$ cat src/rtl/fb_port_arbiter_if.sv
// Requester-side handshake for one framebuffer port client (host or engine).
// master = requester FSM, slave = arbiter.
interface fb_port_arbiter_if #(
    parameter int ADDR_W = 16
);
    logic              req;
    logic              we;
    logic [ADDR_W-1:0] addr;
    logic              wdata;
    logic              lock;
    logic              gnt;
    logic              rvalid;

    modport master (
        output req, we, addr, wdata, lock,
        input  gnt, rvalid
    );

    modport slave (
        input  req, we, addr, wdata, lock,
        output gnt, rvalid
    );
endinterface

$ cat src/rtl/fb_port_arbiter.sv
// Single framebuffer RAM port shared by host and drawing engine: host priority,
// starvation bound for the engine, and a lock for atomic multi-cycle sequences.
module fb_port_arbiter #(
    parameter int ADDR_W     = 16,
    parameter int MAX_STARVE = 4
) (
    input  logic              clk,
    input  logic              rst,
    fb_port_arbiter_if.slave  host,
    fb_port_arbiter_if.slave  eng,
    output logic              rdata,
    output logic              ram_we,
    output logic [ADDR_W-1:0] ram_addr,
    output logic              ram_wdata,
    input  logic              ram_rdata,
    output logic [1:0]        owner
);

    typedef enum logic [1:0] {
        OWN_NONE = 2'd0,
        OWN_HOST = 2'd1,
        OWN_ENG  = 2'd2
    } own_e;

    typedef struct packed {
        logic              req;
        logic              we;
        logic              wdata;
        logic              lock;
        logic [ADDR_W-1:0] addr;
    } req_t;

    localparam logic [3:0] STARVE_MAX = 4'(MAX_STARVE);

    own_e              owner_q, owner_d, eff_owner;
    own_e              rd_tag_q, rd_tag_d;
    logic [3:0]        starve_q, starve_d;
    logic [ADDR_W-1:0] last_addr_q;
    req_t              h_r, e_r;
    logic              h_gnt, e_gnt, any_gnt;
    logic              sel_we, sel_wdata;
    logic [ADDR_W-1:0] sel_addr;

    assign h_r = {host.req, host.we, host.wdata, host.lock, host.addr};
    assign e_r = {eng.req,  eng.we,  eng.wdata,  eng.lock,  eng.addr};

    // A lock holder that stops requesting forfeits the lock in the same cycle.
    always_comb begin
        eff_owner = owner_q;
        if (owner_q == OWN_HOST && !h_r.req) eff_owner = OWN_NONE;
        if (owner_q == OWN_ENG  && !e_r.req) eff_owner = OWN_NONE;
    end

    always_comb begin
        h_gnt = 1'b0;
        e_gnt = 1'b0;
        if (!rst) begin
            case (eff_owner)
                OWN_HOST: h_gnt = 1'b1;
                OWN_ENG:  e_gnt = 1'b1;
                default: begin
                    if (e_r.req && (starve_q == STARVE_MAX || !h_r.req))
                        e_gnt = 1'b1;
                    else if (h_r.req)
                        h_gnt = 1'b1;
                end
            endcase
        end
    end

    assign any_gnt   = h_gnt | e_gnt;
    assign sel_we    = e_gnt ? e_r.we    : h_r.we;
    assign sel_wdata = e_gnt ? e_r.wdata : h_r.wdata;
    assign sel_addr  = e_gnt ? e_r.addr  : h_r.addr;

    // Idle cycles park the address on the last access so the RAM never sees X.
    assign ram_we    = any_gnt & sel_we;
    assign ram_wdata = any_gnt & sel_wdata;
    assign ram_addr  = any_gnt ? sel_addr : last_addr_q;

    always_comb begin
        owner_d = OWN_NONE;
        if (h_gnt && h_r.lock)      owner_d = OWN_HOST;
        else if (e_gnt && e_r.lock) owner_d = OWN_ENG;

        starve_d = '0;
        if (e_r.req && !e_gnt)
            starve_d = (starve_q >= STARVE_MAX) ? STARVE_MAX : 4'(starve_q + 4'd1);

        rd_tag_d = OWN_NONE;
        if (h_gnt && !h_r.we)      rd_tag_d = OWN_HOST;
        else if (e_gnt && !e_r.we) rd_tag_d = OWN_ENG;
    end

    always_ff @(posedge clk) begin
        if (rst) begin
            owner_q     <= OWN_NONE;
            starve_q    <= '0;
            rd_tag_q    <= OWN_NONE;
            last_addr_q <= '0;
        end else begin
            owner_q     <= owner_d;
            starve_q    <= starve_d;
            rd_tag_q    <= rd_tag_d;
            if (any_gnt) last_addr_q <= sel_addr;
        end
    end

    always_ff @(posedge clk) begin
        if (!rst) assert (!(h_gnt && e_gnt));
    end

    // RAM output is registered, so the tag from the grant cycle qualifies it now.
    assign host.gnt    = h_gnt;
    assign eng.gnt     = e_gnt;
    assign host.rvalid = !rst && (rd_tag_q == OWN_HOST);
    assign eng.rvalid  = !rst && (rd_tag_q == OWN_ENG);
    assign rdata       = ram_rdata;
    assign owner       = owner_q;

endmodule

$ cat src/flat_wrapper.sv
// flat-port wrapper written by rule: the top's interface ports become plain ports
module fb_port_arbiter_flat 
#(
    parameter int ADDR_W     = 16,
    parameter int MAX_STARVE = 4
)
  (clk, rst, rdata, ram_we, ram_addr, ram_wdata, ram_rdata, owner, host_req, host_we, host_addr, host_wdata, host_lock, host_gnt, host_rvalid, eng_req, eng_we, eng_addr, eng_wdata, eng_lock, eng_gnt, eng_rvalid);
  fb_port_arbiter_if #(.ADDR_W(ADDR_W)) host_i ();
  fb_port_arbiter_if #(.ADDR_W(ADDR_W)) eng_i ();
  input  logic clk;
  input  logic rst;
  output logic rdata;
  output logic ram_we;
  output logic [ADDR_W-1:0] ram_addr;
  output logic ram_wdata;
  input  logic ram_rdata;
  output logic [1:0] owner;
  input wire logic [$bits(host_i.req)-1:0] host_req;
  input wire logic [$bits(host_i.we)-1:0] host_we;
  input wire logic [$bits(host_i.addr)-1:0] host_addr;
  input wire logic [$bits(host_i.wdata)-1:0] host_wdata;
  input wire logic [$bits(host_i.lock)-1:0] host_lock;
  output wire logic [$bits(host_i.gnt)-1:0] host_gnt;
  output wire logic [$bits(host_i.rvalid)-1:0] host_rvalid;
  input wire logic [$bits(eng_i.req)-1:0] eng_req;
  input wire logic [$bits(eng_i.we)-1:0] eng_we;
  input wire logic [$bits(eng_i.addr)-1:0] eng_addr;
  input wire logic [$bits(eng_i.wdata)-1:0] eng_wdata;
  input wire logic [$bits(eng_i.lock)-1:0] eng_lock;
  output wire logic [$bits(eng_i.gnt)-1:0] eng_gnt;
  output wire logic [$bits(eng_i.rvalid)-1:0] eng_rvalid;
  assign host_i.req = host_req;
  assign host_i.we = host_we;
  assign host_i.addr = host_addr;
  assign host_i.wdata = host_wdata;
  assign host_i.lock = host_lock;
  assign host_gnt = host_i.gnt;
  assign host_rvalid = host_i.rvalid;
  assign eng_i.req = eng_req;
  assign eng_i.we = eng_we;
  assign eng_i.addr = eng_addr;
  assign eng_i.wdata = eng_wdata;
  assign eng_i.lock = eng_lock;
  assign eng_gnt = eng_i.gnt;
  assign eng_rvalid = eng_i.rvalid;
  fb_port_arbiter #(.ADDR_W(ADDR_W), .MAX_STARVE(MAX_STARVE)) u_core (.clk(clk), .rst(rst), .host(host_i), .eng(eng_i), .rdata(rdata), .ram_we(ram_we), .ram_addr(ram_addr), .ram_wdata(ram_wdata), .ram_rdata(ram_rdata), .owner(owner));
endmodule
$ cat config.mk
export PLATFORM = sky130hd
export DESIGN_NAME = fb_port_arbiter_flat
export DESIGN_NICKNAME = d
export VERILOG_FILES = /design/src/rtl/fb_port_arbiter_if.sv /design/src/rtl/fb_port_arbiter.sv /design/src/flat_wrapper.sv
export SDC_FILE = /design/constraint.sdc
export NUM_CORES = 1
export LEC_CHECK = 0
export CORE_MARGIN = 2
export CORE_UTILIZATION = 41
export CTS_CLUSTER_SIZE = 10
export DETAILED_ROUTE_END_ITERATION = 6
export PLACE_DENSITY = 0.92
export SYNTH_ARGS = -nofsm -noshare
export SYNTH_HDL_FRONTEND = slang
export SYNTH_SLANG_ARGS = --single-unit
$ cat constraint.sdc
create_clock -name clk -period 6.2 [get_ports clk]
set_input_delay 1.24 -clock clk [delete_from_list [all_inputs] [get_ports clk]]
set_output_delay 1.24 -clock clk [all_outputs]
set_load 0.03 [all_outputs]
==> results of run 1 <==
## power by group
part / internal, mW / total, mW / switching, mW
clock: 0.0358 / 0.0797 / 0.0439
sequential: 0.166 / 0.170 / 0.00422
combinational: 0.0705 / 0.151 / 0.0810
## metal layers
metal / wire length (um) / vias up / share of wire [%]
li1: - / 691 / -
met1: 1450 / 624 / 45
met2: 1550 / 50 / 48
met3: 207 / 2 / 6.4
met4: 16 / 0 / 0.50
met5: 0 / - / 0
## metrics by stage
| stage | worst slack (ps) | power (mW) | instances | util (%) |
|---|---|---|---|---|
| final | 648 | 0.401 | 251 | 65.6 |
| after global routing | 370 | 0.423 | 251 | 65.6 |
| after CTS | 650 | 0.405 | 251 | 65.6 |
| after detailed placement | 680 | 0.324 | 247 | 64.4 |
| after global placement | 740 | 0.322 | 247 | 64.4 |
| after floorplan | 1740 | 0.257 | 158 | - |
## kinds of logic (layout without fill, tap and decap cells)
logic type | count (synthesis) | in the layout | share of synthesized area, %
compound gates | 39 | 39 | 23.8
buf+inv | 17 | 77 | 6.12
simple gates | 73 | 73 | 27.3
flops | 24 | 24 | 38.5
fa+ha+maj | 4 | 4 | 4.01
other cells | 1 | 1 | 0.301
## cell usage in the layout, fill, tap and decap left out, drive strengths merged, types with 2 or more instances in the layout
| cell | count |
|---|---|
| nor3b | 3 |
| a211oi | 2 |
| dfxtp | 24 |
| a31oi | 16 |
| and3b | 3 |
| ha | 4 |
| clkdlybuf4s50 | 65 |
| nor3 | 3 |
| a21boi | 2 |
| a311oi | 16 |
| clkbuf | 4 |
| inv | 5 |
| nor2 | 20 |
| buf | 3 |
| nand2 | 37 |
## cell type report
cell class / instances / area share (%)
Tap cell: 33 / 2.11
Inverter: 5 / 0.961
Multi-Input combinational cell: 117 / 36.0
Sequential cell: 24 / 24.6
Clock buffer: 4 / 1.86
Timing Repair Buffer: 68 / 34.5
## registers in the layout, indices dropped and copies added (netlist names)
name                cells
u_core.rd_tag_q         2
u_core.last_addr_q     16
u_core.owner            2
u_core.starve_q         4
## final timing paths
path	start	endpoint	slack, ps	depth (start not counted)
max	eng_req	ram_addr[5]	650	9
min	u_core.starve_q[0]	u_core.starve_q[0]	470	1
max reg2reg	u_core.owner[0]	u_core.last_addr_q[12]	3870	7
min reg2reg	u_core.starve_q[0]	u_core.starve_q[0]	470	1
==> metrics.csv, run 1 <==
stage;metric;value;unit
critical_path;crit_path_top_delay_cell;clkdlybuf4s50_1;
synthesis;synth_area_leader_cell;dfxtp_1;
placed_design;port-buffer-count;65;
clocking;cts_sinks;24;
timing;hold_viol;0;
floorplan;fp.dieArea;0.00350;mm^2
clocking;cts_tree;done;
cells_and_area;drive_gt1_share;4.59;%
synthesis;yosysTopAreaCellShare;38.5;%
routing;drt_iter0_drc;36;
synthesis;synth_edf_count;0;
synthesis;syn-num-nets;205;
cells_and_area;areaGrowthSynthToFinish;56.6;%
power;ir_worst_vdd;0.120;mV
global_routing;use_met3;2.62;%
floorplan;io_pins;68;
clocking;numCtsBuffers;3;
routing;post_drt_wl_per_cell;12.9;um
clocking;ctsRootBufferMaster;clkbuf_4;
routing;vias;1367;
global_routing;met2_usage;35.1;%
floorplan;initial_utilization;41.9;%
routing;finalWirelength;3230;um
critical_path;cpMostUsedCell;clkdlybuf4s50_1;
clocking;hold_buffers;0;
clocking;ctsLongestPathBuffers;2;
synthesis;yosysSeqAreaShare;38.5;%
clocking;htree_levels;1;
run_status;outcome;finished clean;
timing;worst_pin_slew;643;ps
synthesis;synthTopCellsByArea;dfxtp_1 39%, a311oi_1 11%, nand2_1 11%;
critical_path;crit_family;buffers and inverters;
critical_path;path_max_fanout;20;
clocking;cts_resized;0;
global_routing;grt_pass1_vias;1269;
routing;first_pass_iters;4;
floorplan;rows;20;
synthesis;dominantRegCellSynth;dfxtp_1;
critical_path;path_cells;clkdlybuf4s50_1, o21ai_0, ha_1, nor3b_1, a211oi_2, inv_1, nand2_1, a31oi_1, clkdlybuf4s50_1;
clocking;insertion_delay;300;ps
timing;rsz0062_at_grt;false;
global_routing;overflow;0;
synthesis;syn_avg_cell_area;7.90;um^2
synthesis;synthArstFlopShare;0;%
cells_and_area;nets;266;
critical_path;worstPathRequired;4960;ps
timing;timing.final.crit_share;89.5;%
hold_path;hp-class;flip-flop to flip-flop;
critical_path;timing.critical_path.buf_inv;3;
synthesis;yosys-top-cells-count;37 x nand2_1, 24 x dfxtp_1, 20 x nor2_1;
placed_design;post-dp-hpwl;2350;um
critical_path;cp.arrival;4310;ps
timing;fmax;180;MHz
timing;maxSlewHeadroom;57.1;%
global_routing;use_met1;23.6;%
power;powerDensity;205;mW/mm^2
cells_and_area;fillers;258;
cells_and_area;fin_area;0.00195;mm^2
floorplan;die_x;59.2;um
timing;setup_violations;0;
power;p_leak;0.755;nW
timing;fin_hold_ws;471;ps
routing;drc;0;
global_routing;grt_usage;19.1;%
timing;fin_tns_setup;0;ps
global_routing;grt_max_degree;51;
clocking;cts_setup_buffers;0;
floorplan;die_y;59.2;um
global_routing;busiest_layer;met2;
critical_path;end_kind;primary output;
cells_and_area;antennaDiodeCount;0;
synthesis;synth_warnings;0;
placed_design;gp_congestion;0.747;
placed_design;postPlaceCellArea;0.00192;mm^2
global_routing;antenna_found_initial;0;
floorplan;core_area;0.00298;mm^2
cells_and_area;regArea;480;um^2
critical_path;start_kind;input pin;
cells_and_area;multiInputGateArea;703;um^2
routing;viasPerCell;5.45;
timing;slew_violations;0;
critical_path;cpPeakStageDelay;700;ps
critical_path;criticalPathCategory;input pin to primary output;
routing;postRouteAntennaNets;0;
clocking;clk_pin_slew;120;ps
timing;skew;3.39;ps
synthesis;yosysUniqueCellTypes;27;
timing;layout_min_cycle_time;5550;ps
synthesis;synthesis.area;0.00125;mm^2
synthesis;yosysMostFrequentCell;nand2_1;
global_routing;grt_pass1_wl;5240;um
flow_run;cap_violations;0;
synthesis;synth-seq-cells;24;
synthesis;syn_inst;158;
Note: power is estimated with default switching activity, not from simulation.
==> run 2: changes to the inputs <==
Settings changed: CORE_ASPECT_RATIO from default to 1.4.
==> metrics.csv, run 2 (synthesized netlist as in run 1, its figures left out) <==
stage;metric;value;unit;change
hold_path;min_path_cells;1;;unchanged
cells_and_area;fillers;255;;was 258
critical_path;crit_family;buffers and inverters;;unchanged
routing;postRouteAntennaNets;0;;unchanged
critical_path;crit_path_top_delay_cell;clkdlybuf4s50_1;;unchanged
critical_path;start_kind;input pin;;unchanged
floorplan;rows;23;;was 20
global_routing;grt_max_degree;51;;unchanged
critical_path;timing.critical_path.buf_inv;4;;was 3
global_routing;overflow;0;;unchanged
floorplan;io_pins;68;;unchanged
run_status;outcome;finished clean;;unchanged
placed_design;post-dp-hpwl;2510;um;was 2350 um
cells_and_area;final_common_cell;clkdlybuf4s50_1;;unchanged
critical_path;r2r_slack;3700;ps;was 3870 ps
global_routing;antenna_found_initial;0;;unchanged
flow_run;cap_violations;0;;unchanged
critical_path;cpMostUsedCell;clkdlybuf4s50_1;;unchanged
power;p_leak;0.763;nW;was 0.755 nW
critical_path;path_cells;clkdlybuf4s50_1, o21ai_0, ha_1, nor3b_1, a211oi_2, buf_4, inv_1, nand2_1, a31oi_1, clkdlybuf4s50_1;;was clkdlybuf4s50_1, o21ai_0, ha_1, nor3b_1, a211oi_2, inv_1, nand2_1, a31oi_1, clkdlybuf4s50_1
power;total_power;0.424;mW;was 0.401 mW
timing;maxSlewHeadroom;61.7;%;was 57.1%
clocking;ctsRootBufferMaster;clkbuf_8;;was clkbuf_4
placed_design;postPlaceCellArea;0.00192;mm^2;about the same
routing;drt_iter0_drc;43;;was 36
timing;worst_pin_slew;573;ps;was 643 ps
hold_path;hp-class;flip-flop to flip-flop;;unchanged
timing;fmax;176;MHz;was 180 MHz
floorplan;die_x;50.6;um;was 59.2 um
cells_and_area;largest_reg_flops;16;;unchanged
timing;setup_violations;0;;unchanged
timing;fin_tns_setup;0;ps;unchanged
clocking;numCtsBuffers;3;;unchanged
clocking;htree_levels;1;;unchanged
floorplan;die_y;69.3;um;was 59.2 um
clocking;hold_buffers;0;;unchanged
timing;slew_violations;0;;unchanged
global_routing;grt_pass1_vias;1351;;was 1,269
cells_and_area;drive_gt1_share;4.59;%;unchanged
timing;layout_min_cycle_time;5680;ps;was 5550 ps
routing;finalWirelength;3260;um;was 3230 um
hold_path;hp-start;u_core.starve_q[0];;unchanged
clocking;insertion_delay;260;ps;was 300 ps
clocking;cts_tree;done;;unchanged
critical_path;cp.arrival;4440;ps;was 4310 ps
critical_path;crit_path_start;eng_req;;unchanged
routing;first_pass_iters;4;;unchanged
cells_and_area;regMostFlops;u_core.last_addr_q;;unchanged
cells_and_area;antennaDiodeCount;0;;unchanged
routing;vias;1362;;was 1,367
critical_path;path_max_fanout;21;;was 20
power;powerDensity;215;mW/mm^2;was 205 mW/mm^2
critical_path;reg2reg_depth;8;;was 7
clocking;ctsLongestPathBuffers;2;;unchanged
clocking;cts_setup_buffers;0;;unchanged
global_routing;grt_pass1_wl;5530;um;was 5240 um
cells_and_area;areaGrowthSynthToFinish;58.5;%;was 56.6%
critical_path;worstPathRequired;4960;ps;about the same
floorplan;fp.dieArea;0.00351;mm^2;was 0.00350 mm^2
placed_design;port-buffer-count;65;;unchanged
clocking;cts_resized;0;;unchanged
cells_and_area;nets;266;;unchanged
clocking;clk_pin_slew;80;ps;was 120 ps
routing;drc;0;;unchanged
critical_path;cpPeakStageDelay;730;ps;was 700 ps
power;ir_worst_vdd;0.185;mV;was 0.120 mV
critical_path;criticalPathCategory;input pin to primary output;;unchanged
floorplan;core_area;0.00288;mm^2;was 0.00298 mm^2
critical_path;end_kind;primary output;;unchanged
cells_and_area;reg.largest.list;u_core.last_addr_q: 16 flops, u_core.starve_q: 4 flops;;unchanged
timing;hold_viol;0;;unchanged
critical_path;rr_startpoint;u_core.owner[0];;unchanged
routing;viasPerCell;5.34;;was 5.45
timing;skew;1.20;ps;was 3.39 ps
timing;timing.final.crit_share;91.7;%;was 89.5%
global_routing;grt_usage;19.5;%;was 19.1%
cells_and_area;final_cell_mix;65 x clkdlybuf4s50_1, 37 x nand2_1, 24 x dfxtp_1, 20 x nor2_1;;unchanged
clocking;cts_sinks;24;;unchanged
routing;post_drt_wl_per_cell;12.8;um;was 12.9 um
placed_design;gp_congestion;0.758;;was 0.747
floorplan;initial_utilization;43.3;%;was 41.9%
timing;rsz0062_at_grt;false;;unchanged
hold_path;hold_end;u_core.starve_q[0];;unchanged
cells_and_area;fin_area;0.00198;mm^2;was 0.00195 mm^2
critical_path;r2r_end;u_core.last_addr_q[2];;was u_core.last_addr_q[12]
## run 2: cell count changes in the layout (fill, tap and decap cells not counted)
cell	delta
clkbuf_4	-3
clkbuf_8	+3
## run 2: power by group
part           leakage [nW]  internal [mW]  switching, mW
Clock                0.0288         0.0565         0.0471
Combinational         0.536         0.0705         0.0805
Sequential            0.198          0.166        0.00401
Total                 0.763          0.293          0.132
## run 2: worst max-delay path by stage
stage                             end  slack (ps)  depth (start not counted)
after floorplan             ram_wdata        1740                          7
after global placement    ram_addr[9]         630                         10
after detailed placement  ram_addr[3]         480                         10
after CTS                 ram_addr[0]         470                         10
after global routing      ram_addr[0]         220                         10
final                     ram_addr[0]         520                         10
## run 2: stage by stage
stage / util [%] / hold slack [ps] / setup slack [ps] / instances
after detailed placement: 66.8 / 453 / 482 / 251
after floorplan: - / 428 / 1740 / 158
after CTS: 68.7 / 466 / 469 / 255
final: 68.7 / 466 / 516 / 255
after global placement: 66.8 / 448 / 627 / 251
after global routing: 68.7 / 480 / 224 / 255
## run 2: routing by layer
layer,share of wire [%],track usage (%),vias up
met5,0,0,-
met4,3.2,8.41,0
met3,4.2,3.23,10
met2,55,38.3,38
met1,38,18.9,628
li1,-,-,686
## run 2: cell type report
type	count	area, um^2	share of cell area [%]
Multi-Input combinational cell	117	703	35.6
Clock buffer	4	55.1	2.78
Sequential cell	24	480	24.3
Tap cell	37	46.3	2.34
Inverter	5	18.8	0.949
Timing Repair Buffer	68	673	34.1
==> variant 1: new RTL, settings of run 2 <==
`ADDR_W` is set to 16 in 3 places; all go to 18.
--- a/src/rtl/fb_port_arbiter_if.sv
+++ b/src/rtl/fb_port_arbiter_if.sv
@@ -2,5 +2,5 @@
 // master = requester FSM, slave = arbiter.
 interface fb_port_arbiter_if #(
-    parameter int ADDR_W = 16
+    parameter int ADDR_W = 18
 );
     logic              req;
--- a/src/rtl/fb_port_arbiter.sv
+++ b/src/rtl/fb_port_arbiter.sv
@@ -2,5 +2,5 @@
 // starvation bound for the engine, and a lock for atomic multi-cycle sequences.
 module fb_port_arbiter #(
-    parameter int ADDR_W     = 16,
+    parameter int ADDR_W     = 18,
     parameter int MAX_STARVE = 4
 ) (
--- a/src/flat_wrapper.sv
+++ b/src/flat_wrapper.sv
@@ -2,5 +2,5 @@
 module fb_port_arbiter_flat 
 #(
-    parameter int ADDR_W     = 16,
+    parameter int ADDR_W     = 18,
     parameter int MAX_STARVE = 4
 )
Ports: changed (resized eng_addr, host_addr and ram_addr); port bits go from 68 to 74. The function was not compared with the original's and may differ.
==> variant 1 against run 2 <==
  * Sequential power up 8%
  * Power up 8.1%
  * Area after synthesis increased by 10%
  * Routed wire length grew 8.6%
  * Combinational power rose by 11%
  * Final area rose by 8.6%
  * Sequential cell count grew 2
  * Worst setup slack worse by 0.064 ns
  * Count of clock-buffer cells in the layout is the same
  * Cell count increased by 8.2%
  * Synthesized cell count is 8.9% higher
  * Largest cell class unchanged
  * Largest power group unchanged
==> variant 1: results (changes against run 2) <==
| Quantity | Value | Unit | Change |
|---|---|---|---|
| Status | completed | - |  |
| Arrival @ worst endpoint | 4.51 | ns | +0.07 ns |
| Total via count in the routed design | 1509 | - | +11% |
| Normalized max-slew margin | 0.528 | - | -0.0896 |
| Post-layout nets | 289 | - | +8.6% |
| Pin count of the biggest net entering global routing | 36 | - | -29% |
| Fraction of power consumed by the clock network | 0.232 | - | -0.012 |
| Top cells by area in the synthesized netlist | dfxtp_1 (38%), nand2_1 (11%), a311oi_1 (11%) | - |  |
| Number of global-route vias before repair | 1442 | - | +6.7% |
| Leakage component of the power | 0.828 | nW | +8.6% |
| Max Fanout on Critical Path | 22 | - | +4.8% |
| WL met2 | 1880 | um | +5.8% |
| Flop pwr share | 0.401 | - | about the same |
| Sw frac | 0.314 | - | +0.00344 |
| Post-Syn Nets | 223 | - | +8.8% |
| Post-synth cell types | 30 | - | +11% |
| WL met3 | 190 | um | +38% |
| Largest registers | u_core.last_addr_q (18), u_core.starve_q (4) | - |  |
| Setup Skew | 0.00221 | ns | +0.00101 ns |
| Fraction of the mapped netlist area in adder cells | 0.0364 | - | -0.00372 |
| Portion of the post-synthesis area used by sequential elements | 0.379 | - | -0.00663 |
| Global placement routability congestion | 0.784 | - | +3.4% |
| Highest ir drop seen on vdd | 0.000183 | V | -0.99% |
| Synth Area in Compound Gates | 0.247 | - | +0.00978 |
| Met2 capacity usage during global routing | 0.365 | - | -0.0178 |
| Fraction of met3 tracks used by global routing | 0.0226 | - | -0.00969 |
| Post-Route WL | 3550 | um | +8.6% |
| Share of final-layout standard cells stronger than drive strength 1 | 0.0464 | - | +0.000542 |
==> variant 1: through the flow <==
step / total power [mW] / setup WS [ns] / instances / area (um^2)
after detailed placement: 0.356 / 0.472 / 272 / 2090
after global routing: 0.481 / 0.196 / 276 / 2150
after global placement: 0.353 / 0.658 / 272 / 2090
after floorplan: 0.283 / 1.68 / 172 / 1380
after CTS: 0.462 / 0.459 / 276 / 2150
final: 0.459 / 0.451 / 276 / 2150
==> variant 1: area by class of cell <==
class	count	area, um^2	share of cell area
Tap cell	39	48.8	0.0227
Clock buffer	4	55.1	0.0256
Inverter	5	18.8	0.00874
Multi-Input combinational cell	127	763	0.355
Timing Repair Buffer	75	741	0.345
Sequential cell	26	520	0.242
==> variant 1: path summary, 6_finish.rpt <==
check | start | endpoint | slack [ns] | depth (start not counted)
setup / recovery | eng_req | ram_addr[11] | 0.45 | 9
hold / removal | u_core.starve_q[0]$_SDFF_PP0_ | u_core.starve_q[0]$_SDFF_PP0_ | 0.47 | 1
setup reg to reg | u_core.owner[0]$_SDFF_PP0_ | u_core.last_addr_q[2]$_SDFF_PP0_ | 3.67 | 7
hold reg to reg | u_core.starve_q[0]$_SDFF_PP0_ | u_core.starve_q[0]$_SDFF_PP0_ | 0.47 | 1
==> variant 1: worst reg2reg max path, stage by stage, from the launching register on <==
cell	delay, ns
dfxtp_1	0.33
o21ai_0	0.26
ha_1	0.37
nor3b_1	0.41
a211oi_4	0.06
inv_1	0.54
nand2_1	0.18
a311oi_2	0.29
==> variant 1: cells by family (layout without fill, tap and decap cells) <==
kind of cell / after synthesis / in the layout
other cells: 1 / 1
flops: 26 / 26
buf+inv: 19 / 84
fa+ha+maj: 4 / 4
simple gates: 79 / 79
compound gates: 43 / 43
==> variant 2: new RTL, settings of run 2 <==
Made on the original files. Make the reset (`rst`) asynchronous in one clocked block.
--- a/src/rtl/fb_port_arbiter.sv
+++ b/src/rtl/fb_port_arbiter.sv
@@ -93,5 +93,5 @@
     end
 
-    always_ff @(posedge clk) begin
+    always_ff @(posedge clk or posedge rst) begin
         if (rst) begin
             owner_q     <= OWN_NONE;
Function: differs if rst is asserted again (counterexample within 4 cycles, from zero or initial values and one cycle with rst high); with rst held inactive, the same outputs for 10 cycles.
==> variant 2 against run 2 <==
  * Clock power is 31% higher
  * Clock skew is 0.0011 ns higher
  * Critical path depth is 1 lower
  * Area after synthesis is 4.5% lower
  * Power is 18% higher
  * Maximum frequency is 6.1% higher
  * Synthesized cell count is 12% lower
  * Sequential cell count stayed put
  * Final area is 1.6% lower
  * Die area is 4.2% lower
  * Worst setup slack better by 0.33 ns
  * Routed wire length is 9.0% lower
==> variant 2: results (changes against run 2) <==
| Quantity | Value | Unit | Change |
|---|---|---|---|
| Pin count of the biggest net entering global routing | 35 | - | -31% |
| RR Endpoint | u_core.last_addr_q[11]$_DFF_PP0_ | - |  |
| Flop pwr share | 0.371 | - | -0.029 |
| Top cells by area in the synthesized netlist | dfrtp_1 (50%), nand2_1 (12%), a31oi_1 (8.4%) | - |  |
| Worst setup slack for register-to-register paths | 4.07 | ns | +0.37 ns |
| Max Fanout on Critical Path | 20 | - | -4.8% |
| R2R depth | 7 | - | -1 |
| Post-Syn Nets | 186 | - | -9.3% |
| Critical path's largest stage delay | 0.71 | ns | -0.02 ns |
| Initial DRC Count | 32 | - | -26% |
| Placed wire-length estimate | 2210 | um | -12% |
| Async S/R FF share, synth | 1.00 | - | +1.00 |
| DR WL/cell | 12.4 | um | -3.3% |
| Commonest cells post-synth | nand2_1 (37), dfrtp_1 (24), nor2_1 (22), a31oi_1 (16), inv_1 (8) | - |  |
| Post-Route WL | 2970 | um | -9.0% |
| GRT Util Overall | 0.189 | - | -0.00631 |
| Global placement routability congestion | 0.775 | - | +2.3% |
| Destination of the worst hold path | u_core.starve_q[0]$_DFF_PP0_ | - |  |
| Synth Area in Compound Gates | 0.148 | - | -0.0896 |
| Sw Pwr | 156 | uW | +18% |
| Power of the clock network | 136 | uW | +31% |
| Beginning of the worst register-to-register path | u_core.owner[1]$_DFF_PP0_ | - |  |
| Post-layout nets | 251 | - | -5.6% |
| Status | completed | - |  |
| Critical path destination | ram_addr[11] | - |  |
| Worst hold path startpoint | u_core.starve_q[0]$_DFF_PP0_ | - |  |
## variant 2: changes by cell type after synthesis, sizes merged, moves of 3 or more
cell / before / now
inv: 5 / 9
a311oi: 16 / 0
clkbuf: 6 / 2
dfxtp: 24 / 0
and3b: 3 / 0
dfrtp: 0 / 24
## variant 2: cell type report
cell class                      instances  area, um^2
Clock buffer                            3        41.3
Clock inverter                          1        30.0
Fill cell                             244         876
Inverter                                9        33.8
Multi-Input combinational cell         98         519
Sequential cell                        24         601
Tap cell                               37        46.3
Timing Repair Buffer                   68         673
## variant 2: per-stage QoR
stage	setup slack, ns	hold slack, ns
finish	0.845	0.458
CTS	0.829	0.460
floorplan	1.87	0.430
global route	0.612	0.492
global placement	0.911	0.445
detailed placement	0.857	0.448
## variant 2: per-layer routing
metal  wire length (um)  up-vias  global-route usage
met5                  0        -                   0
li1                   -      587                   -
met3                121        2              0.0199
met4                 27        0              0.0799
met2               1600       36               0.337
met1               1230      553               0.232
